<file path="config.mk">
export PLATFORM = sky130hd
export DESIGN_NAME = uart_tx_fifo
export DESIGN_NICKNAME = d
export VERILOG_FILES = /design/src/rtl/uart_tx_fifo.sv
export SDC_FILE = /design/constraint.sdc
export NUM_CORES = 1
export LEC_CHECK = 0
export BUFFER_PORTS_ARGS = -buffer_cell sky130_fd_sc_hd__buf_2
export CORE_MARGIN = 1.5
export CORE_UTILIZATION = 35
export DETAILED_ROUTE_END_ITERATION = 6
export GPL_TIMING_DRIVEN = 0
export PLACE_DENSITY = 0.49
export SETUP_SLACK_MARGIN = 0.3
export SLEW_MARGIN = 25
export SYNTH_ARGS = -nofsm -noshare
export SYNTH_HDL_FRONTEND = slang
export SYNTH_SLANG_ARGS = --single-unit
</file>
<file path="constraint.sdc">
create_clock -name clk -period 5.32 [get_ports clk]
set_input_delay 0 -clock clk [delete_from_list [all_inputs] [get_ports clk]]
set_output_delay 0 -clock clk [all_outputs]
set_load 0.1 [all_outputs]
</file>
<file path="src/rtl/uart_tx_fifo.sv">
// Transmit FIFO between the APB register block and the UART transmitter.
// Registered read data, registered level, and a sticky overflow flag.
module uart_tx_fifo #(
    parameter int DEPTH_LOG2 = 4,
    parameter int WIDTH      = 8
) (
    input  logic                  clk,
    input  logic                  reset_n,
    input  logic                  wr_en,
    input  logic [WIDTH-1:0]      wr_data,
    input  logic                  rd_n,
    output logic [WIDTH-1:0]      rd_data,
    output logic                  empty,
    output logic                  full,
    output logic [DEPTH_LOG2:0]   level,
    output logic                  overflow,
    input  logic                  clr_overflow
);

    localparam int DEPTH = 1 << DEPTH_LOG2;
    localparam logic [DEPTH_LOG2:0] FULL_LVL = {1'b1, {DEPTH_LOG2{1'b0}}};

    logic [WIDTH-1:0]      mem [DEPTH];
    logic [DEPTH_LOG2-1:0] wr_ptr;
    logic [DEPTH_LOG2-1:0] rd_ptr;
    logic [DEPTH_LOG2:0]   level_q;
    logic                  rd_ok;
    logic                  wr_ok;
    logic                  ovf_set;

    assign empty = (level_q == '0);
    assign full  = (level_q == FULL_LVL);
    assign level = level_q;

    // A read on a full FIFO frees the slot the concurrent write lands in.
    assign rd_ok   = ~rd_n & ~empty;
    assign wr_ok   = wr_en & (~full | rd_ok);
    assign ovf_set = wr_en & full & ~rd_ok;

    always_ff @(posedge clk) begin
        if (wr_ok) begin
            mem[wr_ptr] <= wr_data;
        end
    end

    always_ff @(posedge clk or negedge reset_n) begin
        if (!reset_n) begin
            wr_ptr   <= '0;
            rd_ptr   <= '0;
            level_q  <= '0;
            rd_data  <= '0;
            overflow <= 1'b0;
        end else begin
            if (wr_ok) begin
                wr_ptr <= wr_ptr + 1'b1;
            end
            if (rd_ok) begin
                rd_ptr  <= rd_ptr + 1'b1;
                rd_data <= mem[rd_ptr];
            end
            unique case ({wr_ok, rd_ok})
                2'b10:   level_q <= level_q + 1'b1;
                2'b01:   level_q <= level_q - 1'b1;
                default: level_q <= level_q;
            endcase
            // Set takes priority over a same-cycle clear.
            if (ovf_set) begin
                overflow <= 1'b1;
            end else if (clr_overflow) begin
                overflow <= 1'b0;
            end
        end
    end

endmodule

</file>
-- After elaboration in Yosys (flattened, before gate mapping)
Memory sizes are Yosys's and may differ from the RTL's. A register that Yosys moved wholly into a read port is not among the register bits.
Cells that the tools add are included.
- add/subtract/negate cells: 4
- equal/unequal tests: 3
- mux-type cells: 5
- bitwise operators: 9
- reductions and logical operators: 4
- operators by type and width (operator ; number):
    $pmux W5 S2 ; 1
    $add A4 B1 Y4 const B ; 2
    $add A5 B1 Y5 const B ; 1
    $eq A5 B5 Y1 const B ; 1
    $logic_not A5 Y1 ; 1
    $sub A5 B1 Y5 const B ; 1
    $and A1 B1 Y1 ; 4
    $mux W1 ; 4
    $not A1 Y1 ; 4
    $reduce_bool A2 Y1 ; 2
    $eq A2 B1 Y1 const B ; 1
    $eq A2 B2 Y1 const B ; 1
    $logic_not A1 Y1 ; 1
    $or A1 B1 Y1 ; 1
- flip-flop bits (word level): 14
- RAM bits: 128
- input bits: 13
- output and inout bits: 16
- word-level logic and storage cells: 30
- memories: 1
- memory list (name ; words ; width ; read ports ; clocked after Yosys merged registers in ; wr ports ; RTL line ; source):
    mem ; 16 ; 8 ; 1 ; 1 ; 1 ; 23 ; logic [WIDTH-1:0] mem [DEPTH];

-- Longest topological paths before layout
- depth in word-level cells: 7
- mapped depth: 10
- mapped depth without buffers: 10

-- Worst setup path before layout
Ideal clock, no wire load.
- path kind: reg-to-reg
- start: register level_q[4], in the netlist level[4]
- end: register level_q[4], in the netlist level[4]
- data arrival time: 2.797 ns
- data required time: 5.152 ns
- setup slack: 2.355 ns
- stages on the path, launching flop included: 10
- buffers on the path: 0
- clock period less this slack: 2.965 ns
- cell sequence: dfrtp_1 inv_1 a21o_1 nor2_1 ha_1 nor2b_1 o21ai_0 nor4b_1 o32a_1 o21ai_0
- word-level cells in the longest chain between the ends: 7
- elaborated cells on any way between the ends: 13
- classes of those cells: add/sub (2); eq/ne (3); mux (1); bitwise (5); reduce/logical (2)
- ends and longest elaborated chain (item ; RTL line ; source):
    start, declared ; 26 ; logic [DEPTH_LOG2:0] level_q;
    start signal, assigned ; 62 ; 2'b10: level_q <= level_q + 1'b1;
    start signal, assigned ; 63 ; 2'b01: level_q <= level_q - 1'b1;
    start signal, assigned ; 64 ; default: level_q <= level_q;
    $logic_not A5 Y1 ; 31 ; assign empty = (level_q == '0);
    $not A1 Y1 ; 36 ; assign rd_ok = ~rd_n & ~empty;
    $and A1 B1 Y1 ; 36 ;
    $or A1 B1 Y1 ; 37 ; assign wr_ok = wr_en & (~full | rd_ok);
    $and A1 B1 Y1 ; 37 ;
    $eq A2 B1 Y1 / $eq A2 B2 Y1 (equally long branches) ; 61 ; unique case ({wr_ok, rd_ok})
    $pmux W5 S2 / $reduce_bool A2 Y1 (equally long branches) ; n/a ;
Parallel ways exist; a longest one is shown, timed or not.
A chain may end at the register's enable or synchronous reset.

-- Final worst setup path
- start: register level_q[0], in the netlist level[0]
- end: register level_q[4], in the netlist level[4]
The elaborated chain is that of the path after synthesis.

==> flow_metrics.tcl <==
set metrics [dict create \
    status "finished, final reports clean" \
    pre_cts_slack_ps 2656 \
    drt_iter0_markers 176 \
    grt_pass1_vias 3192 \
    cp.arrival_ps 2980 \
    hold_path_class "in2reg" \
    place_inst 563 \
    antenna_found_initial 0 \
    highest_layer "met4" \
    setup_viol 0 \
    wl_met3_um 545 \
    critPathCaptureType "flip-flop" \
    drc_errors 0 \
    cts.htree.levels 4 \
    final.min_clock_period_ps 2685 \
    drv_cap 0 \
    row_count 47 \
    layout.nets 395 \
    cts_tree "yes" \
    synth-warning-count 0 \
    vias_per_cell 4.974 \
    cts-root-buf "clkbuf_16" \
    grt_first_pass_wirelength_um 19740 \
    seq_area_frac_synth_pct 72.44 \
    ir_drop_mv 0.3704 \
    syn-mean-instance-area_um2 19.20 \
    ant_nets 0 \
    wl_per_cell_um 20.99 \
    gp_congestion 0.6925 \
    syn_to_final_growth_pct 16.91 \
    maxSlewHeadroom_pct 36.14 \
    ios 29 \
    drt-met1-wl_um 6005 \
    syn_nets 338 \
    fillers 1550 \
    finalHoldViolCount 0 \
    overflow 0 \
    dieArea_mm2 0.01813 \
    utilization_pct 42.31 \
    skew_ps 8.308 \
    drive_gt1_share_pct 26.42 \
    synth_flop_cell "edfxtp_1" \
    synth_edf_count 128 \
    route.met2.wl_um 5946 \
    cts_made_buffers 17 \
    crit_type "reg2reg" \
    syn_area_mm2 0.006066 \
    hpwl_um 8301 \
    p_leak_nw 2.487 \
    cp.required_ps 5610 \
    fin_setup_tns_ps 0 \
    syn-instance-count 316 \
    grt_use_total_pct 15.61 \
    power_density_mw_per_mm2 575.7 \
    start_kind "flip-flop" \
    coreArea_mm2 0.01676 \
    final.setup.worst_slack_ps 2635 \
    fp.dieH_um 134.6 \
    synth_top_area_cell "edfxtp_1" \
    finalPower_mw 4.083 \
    ys_types 35 \
    vias 3014 \
    drt-pass1-iter-count 4 \
    synth_top_area_share_pct 63.37 \
    slew_violations 0 \
    io_buffer_count 27 \
    yosys-top-cells-area "edfxtp_1 63%, mux4_2 12%, dfrtp_1 9.1%" \
    max_freq_mhz 372.4 \
    netlist_top_cells_count "128 x edfxtp_1, 32 x mux4_2, 22 x dfrtp_1" \
    worstSkewPairLatency_ps 420 \
    die_w_um 134.6 \
    synth_most_common_cell "edfxtp_1" \
    initial_core_util_pct 36.19 \
    fin_cells 606 \
    final.period_utilization_pct 50.47 \
    critPathMaxFanout 6 \
    grt_max_degree 23 \
    clock_sinks 150 \
    synthArstFlopShare_pct 14.67 \
    antennaDiodeCount 0 \
    clk_pin_slew_ps 60 \
    tightest_slew_ps 957.9 \
    rsz0062_at_grt "no" \
    routed_wl_um 12720 \
    ys_seq_elements 150 \
    ctsLongestPathBuffers 2 \
]
layer usage:
metal | up-vias | GRT usage, %
li1 | 1378 | -
met1 | 1557 | 21.85
met2 | 63 | 23.76
met3 | 16 | 3.604
met4 | 0 | 6.153
met5 | - | 0
final cells by class:
cell class,count,area [um2],area share [%]
flip-flops and latches,150,4394,61.96
well taps,220,275.3,3.881
clock buffers,22,444.2,6.263
repair buffers,38,245.2,3.458
inverters,8,30.03,0.4234
clock inverters,10,61.31,0.8645
plain buffers,15,68.82,0.9704
multi-input cells,143,1573,22.18
logic make-up after synthesis:
logic type                 synth area share (%)
buffers and inverters                     1.630
adders and majority gates                 1.980
xor gates and xnor gates                  1.300
DFF                                       72.44
and+or+nand+nor                           4.868
AOI/OAI and AO/OA                         2.764
muxes                                     15.02
worst paths after layout:
path | startpoint | endpoint | slack, ps | cells after the start
min | rd_n | rd_ptr[1] | 10 | 4
min in group asynchronous | reset_n | wr_ptr[3] | 120 | 2
max reg2reg | level[0] | level[4] | 2630 | 9
min reg2reg | rd_data[3] | rd_data[3] | 480 | 2
max | level[0] | level[4] | 2630 | 9
max in group asynchronous | reset_n | rd_data[6] | 4820 | 2
critical path: stages, from the launching register on:
cell and delay (ps):
dfrtp_1 460, nor4_2 420, a21o_1 220, nor2_1 130
ha_1 360, nor2b_1 140, o21ai_0 290, nor4b_1 280
o32a_1 180, o21ai_0 70
sequential cells by signal (all words and copies together) (netlist names):
signal	cells
overflow	1
rd_data	8
rd_ptr	4
level	5
wr_ptr	4
mem	128
placed cells by master, fill, tap and decap left out, types with 3 or more instances in the layout:
cell type	instances
inv_1	8
clkbuf_1	12
o221ai_1	7
dfrtp_1	22
buf_2	34
xnor2_1	9
nor2_1	6
mux2i_1	16
clkinv_2	6
clkinvlp_4	3
and2_1	10
mux4_2	32
clkbuf_16	17
o21ai_0	3
nand2_1	17
and3_1	9
edfxtp_1	128
ha_1	8
a21oi_1	3
dlygate4sd3_1	11
through the flow:
stage / area [um2] / hold slack (ps)
finish: 7092 / 14.45
global route: 7092 / 71.20
CTS: 7092 / 7.154
detailed placement: 6476 / 43.05
global placement: 6476 / 37.34
floorplan: 6066 / -295.6
report_power, final:
part | switching (mW) | internal [mW]
registers | 0.0971 | 1.46
logic | 0.974 | 0.508
clock network | 0.451 | 0.591
repair_timing:
action	4_1_cts	5_1_grt
setup buffers	0	0
endpoints found under the hold margin	151	0
resized for setup	0	0
hold buffers	11	0
Note: power is estimated with default switching activity, not from simulation.
